File: src/rtl/updown_ctr_pkg.sv
// Shared types and constants for the parametrised up/down counter.
package updown_ctr_pkg;

  typedef enum logic {
    MODE_WRAP = 1'b0,
    MODE_SAT  = 1'b1
  } count_mode_e;

  localparam logic DIR_UP   = 1'b1;
  localparam logic DIR_DOWN = 1'b0;

endpackage : updown_ctr_pkg

File: src/rtl/param_updown_counter_if.sv
// Control/status bundle of the up/down counter; clock and reset stay outside.
interface param_updown_counter_if #(
  parameter int WIDTH = 8
);
  import updown_ctr_pkg::*;

  logic             en;
  logic             up_down;
  logic             clr;
  logic             load;
  logic [WIDTH-1:0] load_val;
  count_mode_e      mode;
  logic [WIDTH-1:0] q;
  logic             at_max;
  logic             at_min;
  logic             wrap_pulse;
  logic             sticky_wrap;

  modport master (
    output en, up_down, clr, load, load_val, mode,
    input  q, at_max, at_min, wrap_pulse, sticky_wrap
  );

  modport slave (
    input  en, up_down, clr, load, load_val, mode,
    output q, at_max, at_min, wrap_pulse, sticky_wrap
  );

endinterface : param_updown_counter_if

File: src/rtl/updown_next_calc.sv
// Combinational next-count and wrap-event decode; priority clr > load > count > hold.
module updown_next_calc
  import updown_ctr_pkg::*;
#(
  parameter int               WIDTH = 8,
  parameter logic [WIDTH-1:0] MAX_V = '1
) (
  input  logic [WIDTH-1:0] q_i,
  input  logic             en_i,
  input  logic             up_down_i,
  input  count_mode_e      mode_i,
  input  logic             clr_i,
  input  logic             load_i,
  input  logic [WIDTH-1:0] load_val_i,
  output logic [WIDTH-1:0] q_next_o,
  output logic             wrap_evt_o
);

  always_comb begin
    q_next_o   = q_i;
    wrap_evt_o = 1'b0;
    if (clr_i) begin
      q_next_o = '0;
    end else if (load_i) begin
      q_next_o = (load_val_i > MAX_V) ? MAX_V : load_val_i;
    end else if (en_i) begin
      if (up_down_i == DIR_UP) begin
        // >= rather than == keeps q inside the range even for a non-power-of-two modulus
        if (q_i < MAX_V) begin
          q_next_o = q_i + WIDTH'(1);
        end else if (mode_i == MODE_WRAP) begin
          q_next_o   = '0;
          wrap_evt_o = 1'b1;
        end else begin
          q_next_o = MAX_V;
        end
      end else begin
        if (q_i != '0) begin
          q_next_o = q_i - WIDTH'(1);
        end else if (mode_i == MODE_WRAP) begin
          q_next_o   = MAX_V;
          wrap_evt_o = 1'b1;
        end
      end
    end
  end

endmodule : updown_next_calc

File: src/rtl/param_updown_counter.sv
// Parametrised up/down counter with wrap/saturate mode, load, clear and wrap flags.
module param_updown_counter
  import updown_ctr_pkg::*;
#(
  parameter int WIDTH     = 8,
  parameter int MODULUS   = 2**WIDTH,
  parameter int RESET_VAL = 0
) (
  input  logic                   clk,
  input  logic                   reset,
  param_updown_counter_if.slave  bus
);

  localparam logic [WIDTH-1:0] MAX_V = WIDTH'(MODULUS - 1);
  localparam logic [WIDTH-1:0] RST_V = WIDTH'(RESET_VAL);

  logic [WIDTH-1:0] q_q, q_d;
  logic             wrap_evt;
  logic             wrap_pulse_q, wrap_pulse_d;
  logic             sticky_q, sticky_d;

  updown_next_calc #(
    .WIDTH (WIDTH),
    .MAX_V (MAX_V)
  ) u_next (
    .q_i        (q_q),
    .en_i       (bus.en),
    .up_down_i  (bus.up_down),
    .mode_i     (bus.mode),
    .clr_i      (bus.clr),
    .load_i     (bus.load),
    .load_val_i (bus.load_val),
    .q_next_o   (q_d),
    .wrap_evt_o (wrap_evt)
  );

  assign wrap_pulse_d = wrap_evt;
  assign sticky_d     = bus.clr ? 1'b0 : (sticky_q | wrap_evt);

  always_ff @(posedge clk or negedge reset) begin
    if (!reset) begin
      q_q          <= RST_V;
      wrap_pulse_q <= 1'b0;
      sticky_q     <= 1'b0;
    end else begin
      q_q          <= q_d;
      wrap_pulse_q <= wrap_pulse_d;
      sticky_q     <= sticky_d;
    end
  end

  assign bus.q           = q_q;
  assign bus.at_max      = (q_q == MAX_V);
  assign bus.at_min      = (q_q == '0);
  assign bus.wrap_pulse  = wrap_pulse_q;
  assign bus.sticky_wrap = sticky_q;

endmodule : param_updown_counter

File: src/flat_wrapper.sv
// flat-port wrapper written by rule: the top's interface ports become plain ports
module param_updown_counter_flat import updown_ctr_pkg::*;
#(
  parameter int WIDTH     = 8,
  parameter int MODULUS   = 2**WIDTH,
  parameter int RESET_VAL = 0
)
  (clk, reset, bus_en, bus_up_down, bus_clr, bus_load, bus_load_val, bus_mode, bus_q, bus_at_max, bus_at_min, bus_wrap_pulse, bus_sticky_wrap);
  param_updown_counter_if #(.WIDTH(WIDTH)) bus_i ();
  input  logic clk;
  input  logic reset;
  input wire logic [$bits(bus_i.en)-1:0] bus_en;
  input wire logic [$bits(bus_i.up_down)-1:0] bus_up_down;
  input wire logic [$bits(bus_i.clr)-1:0] bus_clr;
  input wire logic [$bits(bus_i.load)-1:0] bus_load;
  input wire logic [$bits(bus_i.load_val)-1:0] bus_load_val;
  input wire logic [$bits(bus_i.mode)-1:0] bus_mode;
  output wire logic [$bits(bus_i.q)-1:0] bus_q;
  output wire logic [$bits(bus_i.at_max)-1:0] bus_at_max;
  output wire logic [$bits(bus_i.at_min)-1:0] bus_at_min;
  output wire logic [$bits(bus_i.wrap_pulse)-1:0] bus_wrap_pulse;
  output wire logic [$bits(bus_i.sticky_wrap)-1:0] bus_sticky_wrap;
  assign bus_i.en = bus_en;
  assign bus_i.up_down = bus_up_down;
  assign bus_i.clr = bus_clr;
  assign bus_i.load = bus_load;
  assign bus_i.load_val = bus_load_val;
  assign bus_i.mode = bus_mode;
  assign bus_q = bus_i.q;
  assign bus_at_max = bus_i.at_max;
  assign bus_at_min = bus_i.at_min;
  assign bus_wrap_pulse = bus_i.wrap_pulse;
  assign bus_sticky_wrap = bus_i.sticky_wrap;
  param_updown_counter #(.WIDTH(WIDTH), .MODULUS(MODULUS), .RESET_VAL(RESET_VAL)) u_core (.clk(clk), .reset(reset), .bus(bus_i));
endmodule
File: config.mk
export PLATFORM = sky130hd
export DESIGN_NAME = param_updown_counter_flat
export DESIGN_NICKNAME = d
export VERILOG_FILES = /design/src/rtl/updown_ctr_pkg.sv /design/src/rtl/param_updown_counter_if.sv /design/src/rtl/updown_next_calc.sv /design/src/rtl/param_updown_counter.sv /design/src/flat_wrapper.sv
export SDC_FILE = /design/constraint.sdc
export NUM_CORES = 1
export LEC_CHECK = 0
export BUFFER_PORTS_ARGS = -buffer_cell sky130_fd_sc_hd__buf_2
export CAP_MARGIN = 20
export CORE_MARGIN = 2
export CORE_UTILIZATION = 27
export CTS_BUF_LIST = sky130_fd_sc_hd__clkbuf_8
export CTS_CLUSTER_SIZE = 10
export DETAILED_ROUTE_END_ITERATION = 12
export GPL_ROUTABILITY_DRIVEN = 0
export HOLD_SLACK_MARGIN = 0.02
export PLACE_DENSITY = 0.47
export SLEW_MARGIN = 20
export SYNTH_ARGS = -nofsm -noshare
export SYNTH_HDL_FRONTEND = slang
export SYNTH_SLANG_ARGS = --single-unit
File: constraint.sdc
create_clock -name clk -period 3.15 [get_ports clk]
set_clock_uncertainty 0.1 [all_clocks]
set_input_delay 0.945 -clock clk [delete_from_list [all_inputs] [get_ports clk]]
set_output_delay 0.945 -clock clk [all_outputs]
set_load 0.05 [all_outputs]
== Word-level counts from Yosys, hierarchy flattened ==
Cells that the tools add are included.
Widths: inputs -> output; s select.

* Word-level logic and storage cells: 31
* Output and inout port bits: 12
* Register bits: 10
* Bits of input ports: 15

* $lt $le $gt $ge: 2
* Bitwise operators: 1
* Muxes and demuxes: 17
* Add/subtract/negate cells: 2
* Equality and inequality tests: 2
* Reductions and logical operators: 4

{| class="wikitable"
|+ Operators by type and width
! cell !! number
|-
| $mux 8 || 9
|-
| $add 8x1->8 const B || 1
|-
| $eq 8x8->1 const B || 1
|-
| $gt 8x8->1 const B || 1
|-
| $logic_not 8->1 || 1
|-
| $lt 8x8->1 const B || 1
|-
| $mux 1 || 8
|-
| $reduce_bool 8->1 || 1
|-
| $sub 8x1->8 const B || 1
|-
| $ne 5x4->1 const B || 1
|-
| $reduce_bool 3->1 || 1
|-
| $reduce_and 2->1 || 1
|-
| $or 1x1->1 || 1
|}

== Depth between registers and ports, before layout ==
* Depth in word-level cells: 8
* Gate-level depth with buffers: 9
* Depth with buffers taken out: 7

== Modules after synthesis ==
From an unflattened synthesis, not the netlist that was laid out.

* Cells, all modules: 144
* Area, all modules: 1179.9 µm²

{| class="wikitable"
|+ Modules (own cells, without submodules)
! module !! instances !! sequential area each (µm²) !! cells an instance !! area each (µm²)
|-
| updown_next_calc || 1 || 0.0 || 126 || 887.1
|-
| param_updown_counter || 1 || 250.2 || 18 || 292.8
|}

== Worst setup path after synthesis ==
Ideal clock, no wire load.

* Path kind: reg-to-output
* From: register u_core.q_q[0], in the netlist u_core.bus.q[0]
* To: output bus_at_max
* Slack: 0.074 ns
* Path buffers: 0
* Stages on the path, launching flop included: 4
* Required time: 2.105 ns
* Arrival: 2.031 ns
* Path through: dfrtp_1 ha_1 nand4_1 nor2_1

* Cells in the longest elaborated chain, start to end: 1

{| class="wikitable"
|+ Ends and longest elaborated chain
! item !! line !! text
|-
| from (decl) || param_updown_counter.sv:17 || <nowiki>logic [WIDTH-1:0] q_q, q_d;</nowiki>
|-
| from (signal assigned) || param_updown_counter.sv:46 || <nowiki>q_q <= q_d;</nowiki>
|-
| $eq 8x8->1 || param_updown_counter.sv:53 || <nowiki>assign bus.at_max = (q_q == MAX_V);</nowiki>
|-
| to (decl) || flat_wrapper.sv:19 || <nowiki>output wire logic [$bits(bus_i.at_max)-1:0] bus_at_max;</nowiki>
|}

No other way between the ends.

== Worst setup path after layout ==
* From: register u_core.q_q[0], in the netlist u_core.bus.q[0]
* To: output bus_at_min

* Cells in the longest elaborated chain, start to end: 1

{| class="wikitable"
|+ Ends and longest elaborated chain
! item !! line !! text
|-
| $logic_not 8->1 || param_updown_counter.sv:54 || <nowiki>assign bus.at_min = (q_q == '0);</nowiki>
|-
| to (decl) || flat_wrapper.sv:20 || <nowiki>output wire logic [$bits(bus_i.at_min)-1:0] bus_at_min;</nowiki>
|}

No other way between the ends.

==> flow_metrics.tcl <==
set metrics [dict create \
    status "completed" \
    critPathLaunchType "flip-flop" \
    first_iter_violations 91 \
    hp-start "u_core.bus.sticky_wrap" \
    clock_path_buffers 2 \
    die_w_um 64.8 \
    synth_top_area_share_pct 25.1 \
    grt_max_degree 22 \
    cp-startpoint "u_core.bus.q[0]" \
    dp_slack_ns 0.400 \
    ys_ff_latch 10 \
    reg2reg_slack_ns 0.89 \
    cts_resized 0 \
    finalInstanceArea_um2 1190 \
    wl_um 3090 \
    core-area_um2 3610 \
    track_usage_pct 15.8 \
    holdPathStages 2 \
    areaGrowthSynthToFinish_pct 19.1 \
    async_flop_share_pct 100 \
    ys.warnings.count 0 \
    ff2ff_path_depth 7 \
    antenna_found_initial 0 \
    vias_per_cell 5.44 \
    drv_slew 0 \
    max_cap_viol_count 0 \
    power_density_nw_per_um2 434 \
    hold_path_class "reg2reg" \
    die_y_um 64.8 \
    period_share_pct 90.5 \
    synth_edf_count 0 \
    max_freq_mhz 351 \
    drc 0 \
    die_area_um2 4200 \
    setup_violations 0 \
    cts_made_buffers 3 \
    p_leak_nw 0.504 \
    drive_gt1_share_pct 30.1 \
    synth_area_um2 997 \
    cts_tree "done" \
    postSynthAreaPerCell_um2 8.24 \
    fin_ws_ns 0.300 \
    gr-total-overflow 0 \
    cp.required_ns 2.10 \
    syn-num-nets 139 \
    grt_pass1_wl_um 5120 \
    numPortBuffers 26 \
    setup.worst_path.end "bus_at_min" \
    critical_path_arrival_ns 1.80 \
    holdBufCountCts 0 \
    routedWlPerCell_um 15.9 \
    yosys-top-cells-area "dfrtp_1, a21oi_1, nor3_1" \
    rsz0062_at_grt "false" \
    multi_input_area_um2 623 \
    finalNetCount 166 \
    worst_pin_slew_ns 0.419 \
    initial_core_util_pct 27.7 \
    peakVddDrop_uv 317 \
    rr_endpoint "u_core.bus.q[0]" \
    netlist_instances 121 \
    worst-path-max-fanout 7 \
    synth_top_cell_by_area "dfrtp_1" \
    num_antenna_cells 0 \
    regArea_um2 250 \
    htree_levels 1 \
    via_count 1056 \
    io_pins 27 \
    first_pass_iters 4 \
    r2r-start "u_core.bus.q[0]" \
    rows 22 \
    hold_viol 0 \
    dp_hpwl_um 2360 \
    grt_pass1_vias 1036 \
    synth_cell_type_count 45 \
    cts_num_sinks 10 \
    ys.flop_type "dfrtp_1" \
    antenna_left 0 \
    fin_setup_tns_ns 0 \
    num-fill-cells 391 \
    endpoint_kind "output pin" \
    clk_pin_slew_ns 0.05 \
    yosysSeqAreaShare_pct 25.1 \
    cts-root-buf "clkbuf_8" \
    min_period_ns 2.85 \
    criticalPathCategory "reg2out" \
    placed_area_um2 1150 \
    post_cts_buffers 0 \
    clk_latency_ns 0.23 \
    slew_headroom_pct 71.9 \
]
[layer usage]
| layer | GRT usage [%] | up-vias | part of all wire [%] |
|---|---|---|---|
| li1 | - | 516 | - |
| met3 | 3.99 | 8 | 6.6 |
| met2 | 23.1 | 44 | 43 |
| met5 | 0 | - | 0 |
| met4 | 5.05 | 0 | 2.1 |
| met1 | 22.6 | 488 | 48 |
[cell type report]
cell class	count	share of cell area [%]
repair buffers	31	14.1
well taps	48	5.06
inverters	12	3.79
multi-input cells	90	52.5
clock buffers	3	3.48
flip-flops and latches	10	21.1
[how the worst min path moves through the flow]
| stage | slack (ns) | end |
|---|---|---|
| 2_1_floorplan | 0.55 | u_core.bus.q[0] |
| 3_3_place_gp | 0.40 | u_core.bus.sticky_wrap |
| 3_5_place_dp | 0.41 | u_core.bus.sticky_wrap |
| 4_1_cts | 0.41 | u_core.bus.sticky_wrap |
| 5_1_grt | 0.42 | u_core.bus.sticky_wrap |
| 6_report | 0.41 | u_core.bus.sticky_wrap |
[state kept, by name, summed over array words and instances, names as in the netlist]
register	flops
u_core.bus.sticky_wrap	1
u_core.bus.q	8
u_core.bus.wrap_pulse	1
[worst max-delay path: stages (launching register included)]
cell and delay, ns:
dfrtp_1 0.41, inv_1 0.10, ha_1 0.15, nor4b_4 0.37
and2_2 0.27, buf_2 0.27
[stage by stage]
stage / hold WS, ns / power [mW] / utilization (%) / cells
after floorplan: 0.549 / 0.322 / - / 121
after CTS: 0.414 / 0.516 / 32.9 / 194
after detailed placement: 0.406 / 0.381 / 31.8 / 191
after global routing: 0.421 / 0.547 / 32.9 / 194
after global placement: 0.403 / 0.383 / 31.8 / 191
final: 0.410 / 0.515 / 32.9 / 194
[Yosys cell counts (2+ instances only)]
cell / number
o21ai_0: 5
clkbuf_1: 2
nand4_1: 4
a211oi_1: 3
nor2b_1: 2
buf_6: 4
nor3_1: 9
nand2_1: 5
dfrtp_1: 10
ha_1: 3
nand3_1: 2
nor4_1: 4
a22oi_1: 2
a221o_2: 2
inv_1: 12
a21oi_1: 10
nand2b_1: 2
o31ai_1: 3
nor2_1: 7
o22ai_1: 2
o41ai_1: 4
[power breakdown]
group,internal (mW),total (mW),switching (mW)
Sequential,0.140,0.165,0.0250
Clock,0.0837,0.134,0.0501
Combinational,0.0751,0.216,0.141
Total,0.298,0.515,0.216
[kinds of logic (layout without fill, tap and decap cells)]
kind of cell    count (synthesis)  after routing  share of synthesized area [%]
simple gates                   41             41                           24.1
mux                             2              2                           2.13
flops                          10             10                           25.1
fa+ha+maj                       3              3                           3.76
buf+inv                        21             46                           12.4
compound gates                 44             44                           32.5
[placed cells by master, fill, tap and decap left out, types with 3 or more instances in the layout]
cell	n
buf_2	26
inv_1	12
a21oi_1	10
dfrtp_1	10
nor3_1	9
nor2_1	7
o21ai_0	5
nand2_1	5
buf_4	5
nand4_1	4
nor4_1	4
o41ai_1	4
o31ai_1	3
a211oi_1	3
ha_1	3
clkbuf_8	3
(Power assumes the default switching activity.)
